`config.mk`:
```
export PLATFORM = sky130hd
export DESIGN_NAME = dmem_access_ctrl
export DESIGN_NICKNAME = d
export VERILOG_FILES = /design/src/rtl/mem_ctrl_pkg.sv /design/src/rtl/dmem_timeout_ctr.sv /design/src/rtl/dmem_access_ctrl.sv
export SDC_FILE = /design/constraint.sdc
export NUM_CORES = 1
export LEC_CHECK = 0
export BUFFER_PORTS_ARGS = -buffer_cell sky130_fd_sc_hd__buf_2
export CAP_MARGIN = 10
export CORE_ASPECT_RATIO = 1.4
export CORE_MARGIN = 2
export CORE_UTILIZATION = 40
export CTS_CLUSTER_DIAMETER = 150
export DETAILED_ROUTE_END_ITERATION = 7
export GPL_TIMING_DRIVEN = 0
export PLACE_DENSITY = 0.67
export SYNTH_ARGS = -nofsm -noshare
export SYNTH_HDL_FRONTEND = slang
export SYNTH_HIERARCHICAL = 1
export SYNTH_SLANG_ARGS = --single-unit
```
`constraint.sdc`:
```
create_clock -name clk -period 4.38 [get_ports clk]
set_clock_uncertainty 0.05 [all_clocks]
set_input_delay 0.876 -clock clk [delete_from_list [all_inputs] [get_ports clk]]
set_output_delay 0.876 -clock clk [all_outputs]
set_load 0.05 [all_outputs]
```
`src/rtl/mem_ctrl_pkg.sv`:
```
// mem_ctrl_pkg: types and constants shared by the MEM-stage data-memory
// sequencer, its timeout counter and the MEM/WB pipeline register.
//   mem_state_e      - sequencer states (IDLE, BUSY, DONE)
//   DEFAULT_TIMEOUT  - BUSY cycles allowed before an access is abandoned
//   BUBBLE_*         - control bits MEM/WB loads while wb_bubble is high
package mem_ctrl_pkg;

  localparam int DEFAULT_TIMEOUT = 16;

  // A bubble must not write the register file or select memory data.
  localparam logic BUBBLE_REGWRITE = 1'b0;
  localparam logic BUBBLE_MEMTOREG = 1'b0;

  typedef enum logic [1:0] {
    IDLE = 2'd0,
    BUSY = 2'd1,
    DONE = 2'd2
  } mem_state_e;

endpackage

```
`src/rtl/dmem_timeout_ctr.sv`:
```
// dmem_timeout_ctr: saturating BUSY-cycle counter for the data-memory
// sequencer.
//   clk_i      - clock
//   reset_i    - asynchronous active-high reset
//   clear_i    - restart count at 0 (wins over enable_i)
//   enable_i   - count this cycle
//   expired_o  - count has reached TIMEOUT-1 (last BUSY cycle allowed)
module dmem_timeout_ctr
  import mem_ctrl_pkg::*;
#(
  parameter int TIMEOUT = DEFAULT_TIMEOUT
) (
  input  logic clk_i,
  input  logic reset_i,
  input  logic clear_i,
  input  logic enable_i,
  output logic expired_o
);

  localparam int CW = $clog2(TIMEOUT + 1);

  logic [CW-1:0] cnt_q, cnt_d;

  always_comb begin
    cnt_d = cnt_q;
    if (clear_i)
      cnt_d = '0;
    else if (enable_i && (cnt_q != CW'(TIMEOUT)))  // hold at TIMEOUT, never wrap
      cnt_d = cnt_q + 1'b1;
  end

  always_ff @(posedge clk_i or posedge reset_i) begin
    if (reset_i) cnt_q <= '0;
    else         cnt_q <= cnt_d;
  end

  assign expired_o = (cnt_q == CW'(TIMEOUT - 1));

endmodule

```
`src/rtl/dmem_access_ctrl.sv`:
```
// dmem_access_ctrl: MEM-stage data-memory sequencer. Each load/store seen on
// EX/MEM becomes one req/ready handshake; the pipeline is frozen and MEM/WB
// fed bubbles until the access completes or times out.
//   clk, reset                 - clock, asynchronous active-high reset
//   MemWrite_mem, MemToReg_mem - store / load request from EX/MEM
//   ALUResult_mem              - byte address from EX/MEM
//   MemWriteData_mem           - store data from EX/MEM
//   stall_pipe                 - hold PC, IF/ID, ID/EX, EX/MEM
//   wb_bubble                  - MEM/WB captures a bubble
//   MemReadData_mem            - last load result (0 on a timed-out load)
//   mem_error                  - sticky timeout flag
//   dmem_req/we/addr/wdata     - memory request side (registered)
//   dmem_rdata, dmem_ready     - memory response side
module dmem_access_ctrl
  import mem_ctrl_pkg::*;
#(
  parameter int TIMEOUT = DEFAULT_TIMEOUT,
  parameter int DATA_W  = 32
) (
  input  logic              clk,
  input  logic              reset,
  input  logic              MemWrite_mem,
  input  logic              MemToReg_mem,
  input  logic [DATA_W-1:0] ALUResult_mem,
  input  logic [DATA_W-1:0] MemWriteData_mem,
  output logic              stall_pipe,
  output logic              wb_bubble,
  output logic [DATA_W-1:0] MemReadData_mem,
  output logic              mem_error,
  output logic              dmem_req,
  output logic              dmem_we,
  output logic [DATA_W-1:0] dmem_addr,
  output logic [DATA_W-1:0] dmem_wdata,
  input  logic [DATA_W-1:0] dmem_rdata,
  input  logic              dmem_ready
);

  mem_state_e        state_q, state_d;
  logic              we_q, err_q;
  logic [DATA_W-1:0] addr_q, wdata_q, rdata_q;
  logic              access, launch, busy, hold, expired;

  assign access = MemWrite_mem | MemToReg_mem;
  assign busy   = (state_q == BUSY);

  dmem_timeout_ctr #(.TIMEOUT(TIMEOUT)) u_tmo (
    .clk_i     (clk),
    .reset_i   (reset),
    .clear_i   (launch),
    .enable_i  (busy),
    .expired_o (expired)
  );

  always_comb begin
    state_d = state_q;
    hold    = 1'b0;
    launch  = 1'b0;
    unique case (state_q)
      IDLE: if (access) begin
        hold    = 1'b1;
        launch  = 1'b1;
        state_d = BUSY;
      end
      BUSY: begin
        hold = 1'b1;
        if (dmem_ready || expired) state_d = DONE;
      end
      DONE:    state_d = IDLE;  // new access only evaluated back in IDLE
      default: state_d = IDLE;
    endcase
  end

  always_ff @(posedge clk or posedge reset) begin
    if (reset) begin
      state_q <= IDLE;
      we_q    <= 1'b0;
      err_q   <= 1'b0;
      addr_q  <= '0;
      wdata_q <= '0;
      rdata_q <= '0;
    end else begin
      state_q <= state_d;
      if (launch) begin
        addr_q  <= ALUResult_mem;
        wdata_q <= MemWriteData_mem;
        we_q    <= MemWrite_mem;  // both bits set -> write
      end
      if (busy) begin
        // ready on the expiry cycle still counts as success
        if (dmem_ready) begin
          if (!we_q) rdata_q <= dmem_rdata;
        end else if (expired) begin
          err_q <= 1'b1;
          if (!we_q) rdata_q <= '0;
        end
      end
    end
  end

  // hold is combinational from IDLE+access, so mask it while in reset
  assign stall_pipe      = hold & ~reset;
  assign wb_bubble       = hold & ~reset;
  assign dmem_req        = busy;
  assign dmem_we         = we_q;
  assign dmem_addr       = addr_q;
  assign dmem_wdata      = wdata_q;
  assign MemReadData_mem = rdata_q;
  assign mem_error       = err_q;

endmodule

```
==> impl_metrics.csv, run 1 <==
group,metric,value,unit
outcome,status,"finished, final reports clean",
route,drt-met1-wl,3890,µm
clock_tree,cts_max_level,3,
clock_tree,ctsResizeCount,0,
synth,muxShareOfSynthArea,0.270,
route,viasPerCell,4.52,
route,drtPass1Iterations,4,
route,top_layer,"met4",
clock_tree,cts_tree,"yes",
route,wl,9870,µm
floorplan,row_count,45,
worst_setup_path,critPathKind,"input port to output pin",
finish,drive_gt1_frac,0.564,
finish,area_delta_synth_final,33.7,%
synth,ys_seq_area_frac,0.584,
global_routing,grt_max_degree,56,
synth,synth_edf_count,0,
sta,rsz0062_at_grt,"no",
sta,finalMaxSlewViolations,0,
sta,worst_pin_slew,0.689,ns
clock_tree,clk_latency,0.33,ns
finish,n_fill_cell,956,
sta,min_period,2.58,ns
worst_setup_path,end_kind,"output pin",
sta,setup-tns-final,0,ns
synth,synth-main-ff-cell,"dfrtp_1",
finish,final_common_cell,"buf_2",
global_routing,grt.overflow.total,0,
global_routing,grt_pass1_vias,3173,
synth,synth-seq-cells,105,
sta,hold_ws,0.422,ns
placed_design,io_buffers,200,
worst_setup_path,crit_fanout,3,
route,drtAntennaViolNets,0,
floorplan,die_h,130,µm
sta,finalSetupViolations,0,
route,post-route-drc-count,0,
clock_tree,clockRootBuffer,"clkbuf_16",
hold_path,worst_hold_startpoint,"mem_error",
floorplan,start_util,0.412,
worst_setup_path,timing.rr.end,"MemReadData_mem[14]",
hold_path,hold_depth,1,
global_routing,grt_pass1_wl,15400,µm
hold_path,hp-class,"flop to flop",
synth,synth_area,4500,µm²
placed_design,hpwl,7480,µm
finish,final_nets,636,
route,wl_met3,636,µm
sta,slew_headroom,0.541,
floorplan,coreArea,10900,µm²
sta,min_period_over_period,0.590,
sta,max_freq,387,MHz
worst_setup_path,start_kind,"input port",
worst_setup_path,crit_required,3.45,ns
synth,synthArstFlopShare,1.00,
synth,synth_xor_area_frac,0.00195,
synth,synthCells,320,
placed_design,gp_congestion,0.726,
synth,synth_compound_area_frac,0.0167,
synth,synthSimpleGateAreaFrac,0.0497,
synth,synth_nets,424,
worst_setup_path,r2r_start,"u_tmo/cnt_q[0]",
run,drv_cap,0,
floorplan,die_w,93.7,µm
route,detailroute.wirelength.met2,5210,µm
worst_setup_path,r2r_slack,2.42,ns
clock_tree,cts_inserted_buffers,9,
global_routing,antenna_found_initial,0,
worst_setup_path,critPathArrivalTime,1.66,ns
worst_setup_path,r2r_cells,7,
floorplan,dieArea,12100,µm²
sta,hold_viol,0,
finish,layout_common_cells,"203 x buf_2, 105 x dfrtp_1, 41 x mux2_4",
floorplan,io_pins,202,
clock_tree,clkTransAtPathRegs,0.07,ns
clock_tree,clockBufferDepth,2,
route,num_vias,3065,
synth,ys_warn_count,6,
global_routing,grt.total_usage,0.161,
hold_path,whs_endpoint,"mem_error",
clock_tree,holdBufCountCts,0,
route,wire_per_inst,14.6,µm
finish,antenna_cells,0,
route,drt_iter0_markers,77,
synth,synth.avg_cell_area,14.1,µm²
finish,utilization,0.551,
synth,synthDistinctLibCells,28,
clock_tree,post_cts_buffers,0,
synth,synth_adder_area_share,0.00834,
clock_tree,cts_sinks,105,
synth,synth_top_family_by_area,"multiplexers",
[cell type report]
cell class                      instances  area (µm²)  share of cell area
Buffer                                 15         159              0.0264
Clock buffer                           10         239              0.0397
Clock inverter                          6        72.6              0.0121
Inverter                               41         156              0.0260
Multi-Input combinational cell        159        1560               0.259
Sequential cell                       105        2630               0.436
Tap cell                              141         176              0.0293
Timing Repair Buffer                  201        1030               0.171
[Yosys cell counts (3+ instances only)]
master / n / share of area
inv_1: 40 / 0.033
buf_12: 4 / 0.018
mux2i_1: 33 / 0.073
dfrtp_1: 105 / 0.58
mux2_2: 24 / 0.060
clkbuf_1: 3 / 0.0025
buf_6: 4 / 0.010
mux2_4: 41 / 0.14
nor2_1: 6 / 0.0050
ha_1: 3 / 0.0083
buf_2: 3 / 0.0033
nand2_1: 33 / 0.028
[metrics by stage]
stage / area [µm²] / worst slack (ns) / std cells
5_1_grt: 6020 / 1.67 / 678
3_3_place_gp: 5680 / -0.347 / 661
3_5_place_dp: 5710 / 1.78 / 662
4_1_cts: 6020 / 1.77 / 678
2_1_floorplan: 4500 / 0.835 / 320
6_report: 6020 / 1.80 / 678
[flip-flops by register name, indices dropped and copies added (netlist names)]
signal / count
dmem_wdata: 32
dmem_we: 1
MemReadData_mem: 32
mem_error: 1
u_tmo/cnt_q: 5
state_q: 2
dmem_addr: 32
[worst max-delay path by stage]
stage	from	to	slack, ns	depth (start not counted)
final	reset	wb_bubble	1.80	4
after global routing	MemToReg_mem	wb_bubble	1.67	5
after CTS	reset	wb_bubble	1.77	4
after detailed placement	reset	wb_bubble	1.78	4
after global placement	reset	dmem_wdata[30]	-0.35	2
after floorplan	reset	MemReadData_mem[0]	0.84	1
[critical path: stages]
cell and delay, ns:
buf_2 0.13, nor3_1 0.25, buf_4 0.15, buf_2 0.25
[logic make-up (layout without fill, tap and decap cells)]
group,after synthesis,after routing
and+or+nand+nor,49,49
DFF,105,105
xor gates and xnor gates,1,1
adders and majority gates,3,3
buffers and inverters,56,273
muxes,98,98
AOI/OAI and AO/OA,8,8
[routing by layer]
| layer | up-vias | track usage |
|---|---|---|
| met1 | 1480 | 0.194 |
| met2 | 109 | 0.276 |
| li1 | 1469 | - |
| met3 | 7 | 0.0442 |
| met5 | - | 0 |
| met4 | 0 | 0.0597 |
Power of run 1 is not shown: default switching activity piles up to over one toggle a cycle in this logic, so the estimate is an artifact.
==> run 2, diff against run 1 <==
--- a/config.mk
+++ b/config.mk
@@ -13,7 +13,7 @@
 export CTS_CLUSTER_DIAMETER = 150
 export DETAILED_ROUTE_END_ITERATION = 7
 export GPL_TIMING_DRIVEN = 0
-export PLACE_DENSITY = 0.67
+export PLACE_DENSITY = 0.69
 export SYNTH_ARGS = -nofsm -noshare
 export SYNTH_HDL_FRONTEND = slang
 export SYNTH_HIERARCHICAL = 1
==> constraint.sdc (replaced) <==
create_clock -name clk -period 2.2 [get_ports clk]
set_clock_uncertainty 0.05 [all_clocks]
set_input_delay 0.44 -clock clk [delete_from_list [all_inputs] [get_ports clk]]
set_output_delay 0.44 -clock clk [all_outputs]
set_load 0.05 [all_outputs]
==> run 2 against run 1 <==
Effect of this change:
- cell count grew 0.29%
- non-clock buffer count grew 2
- hold slack lost 0.16 ns
- register-to-register slack lost 2.2 ns
- sequential share of layout area shrank 0.69 points
- die area is the same
- critical path type unchanged
- largest cell class unchanged
==> impl_metrics.csv, run 2 (synthesized netlist as in run 1, its figures left out) <==
group,metric,value,unit
floorplan,dieArea,12100,µm²
clock_tree,clockRootBuffer,"clkbuf_16",
worst_setup_path,r2r_cells,7,
route,num_vias,3133,
worst_setup_path,end_kind,"output pin",
worst_setup_path,cp_cell_sequence,"dlygate4sd3_1, buf_2, nor3_2, buf_4, clkbuf_4",
floorplan,start_util,0.412,
route,drtPass1Iterations,4,
worst_setup_path,timing.rr.end,"MemReadData_mem[14]",
clock_tree,clockBufferDepth,2,
route,wl,9900,µm
worst_setup_path,start_kind,"input port",
floorplan,die_w,93.7,µm
sta,finalMaxSlewViolations,0,
placed_design,dp_slack,0.241,ns
worst_setup_path,crit_end,"wb_bubble",
finish,final_nets,638,
worst_setup_path,critPathTopFamily,"buffers and inverters",
global_routing,grt_max_degree,43,
finish,seqCellArea,2630,µm²
worst_setup_path,r2r_start,"u_tmo/cnt_q[0]",
sta,setup_ws,0.0663,ns
worst_setup_path,crit_fanout,3,
worst_setup_path,crit_buf_inv,4,
sta,hold_viol,0,
sta,rsz0062_at_grt,"no",
clock_tree,cts_max_level,3,
worst_setup_path,cp.depth,5,
worst_setup_path,crit_required,1.71,ns
sta,max_freq,469,MHz
route,drt_iter0_markers,49,
route,viasPerCell,4.61,
clock_tree,clkTransAtPathRegs,0.07,ns
clock_tree,cts_sinks,105,
finish,area_delta_synth_final,35.9,%
global_routing,antenna_found_initial,0,
placed_design,io_buffers,200,
clock_tree,cts_tree,"yes",
placed_design,dp.cells,663,
sta,slew_headroom,0.659,
route,drtAntennaViolNets,0,
finish,drive_gt1_frac,0.566,
finish,stdcell_count,680,
worst_setup_path,crit_path_max_incr_delay,0.54,ns
hold_path,hp-class,"input port to flop",
clock_tree,clk_latency,0.34,ns
sta,setup-tns-final,0,ns
finish,antenna_cells,0,
global_routing,grt_pass1_wl,15500,µm
sta,min_period,2.13,ns
finish,multi_input_area,1570,µm²
floorplan,coreArea,10900,µm²
floorplan,die_h,130,µm
finish,layout_common_cells,"202 x buf_2, 105 x dfrtp_1, 41 x mux2_4",
worst_setup_path,cp_slowest_cell,"dlygate4sd3_1",
finish,n_fill_cell,933,
finish,final_common_cell,"buf_2",
route,wire_per_inst,14.6,µm
floorplan,row_count,45,
worst_setup_path,r2r_slack,0.23,ns
clock_tree,cts_inserted_buffers,9,
global_routing,grt.overflow.total,0,
placed_design,hpwl,7610,µm
worst_setup_path,critPathKind,"input port to output pin",
worst_setup_path,critPathArrivalTime,1.64,ns
sta,min_period_over_period,0.970,
placed_design,gp_congestion,0.745,
outcome,status,"finished, final reports clean",
global_routing,grt.total_usage,0.164,
sta,finalSetupViolations,0,
global_routing,grt_pass1_vias,3184,
floorplan,io_pins,202,
run,drv_cap,0,
sta,worst_pin_slew,0.511,ns
route,post-route-drc-count,0,
worst_setup_path,startpoint,"reset",
==> run 2: per-stage QoR <==
stage	hold WS (ns)	instance area, µm²	util
after floorplan	0.169	4510	-
after global placement	0.344	5690	0.521
after detailed placement	0.357	5730	0.524
after CTS	0.257	6110	0.560
after global routing	0.254	6120	0.560
final	0.267	6120	0.560
==> run 2: timing repair <==
item	CTS	global route
resized for setup	0	1
hold buffers	1	0
setup endpoints to repair	0	1
buffers inserted	0	0
hold endpoints to repair	5	0
==> run 2: final cells by class <==
cell class / count / share of cell area
Sequential cell: 105 / 0.430
Multi-Input combinational cell: 159 / 0.256
Timing Repair Buffer: 203 / 0.172
Clock buffer: 10 / 0.0391
Tap cell: 141 / 0.0288
Buffer: 15 / 0.0260
Inverter: 41 / 0.0258
Clock inverter: 6 / 0.0225
==> run 2: worst min path at each step <==
stage	startpoint	end	slack, ns	cells past startpoint
after global routing	MemWriteData_mem[9]	dmem_wdata[9]	0.25	2
after global placement	reset	u_tmo/cnt_q[4]	0.34	2
after detailed placement	reset	u_tmo/cnt_q[4]	0.36	2
after floorplan	reset	u_tmo/cnt_q[0]	0.17	1
after CTS	MemWriteData_mem[15]	dmem_wdata[15]	0.26	2
final	MemWriteData_mem[15]	dmem_wdata[15]	0.27	2
==> run 2: routing by layer <==
layer | vias to the layer above | global-route usage | share of wire
met3 | 15 | 0.0453 | 0.065
met5 | - | 0 | 0
met1 | 1519 | 0.196 | 0.40
met4 | 0 | 0.0742 | 0.023
met2 | 121 | 0.274 | 0.51
li1 | 1478 | - | -
Power of run 2 is left out for the same reason.
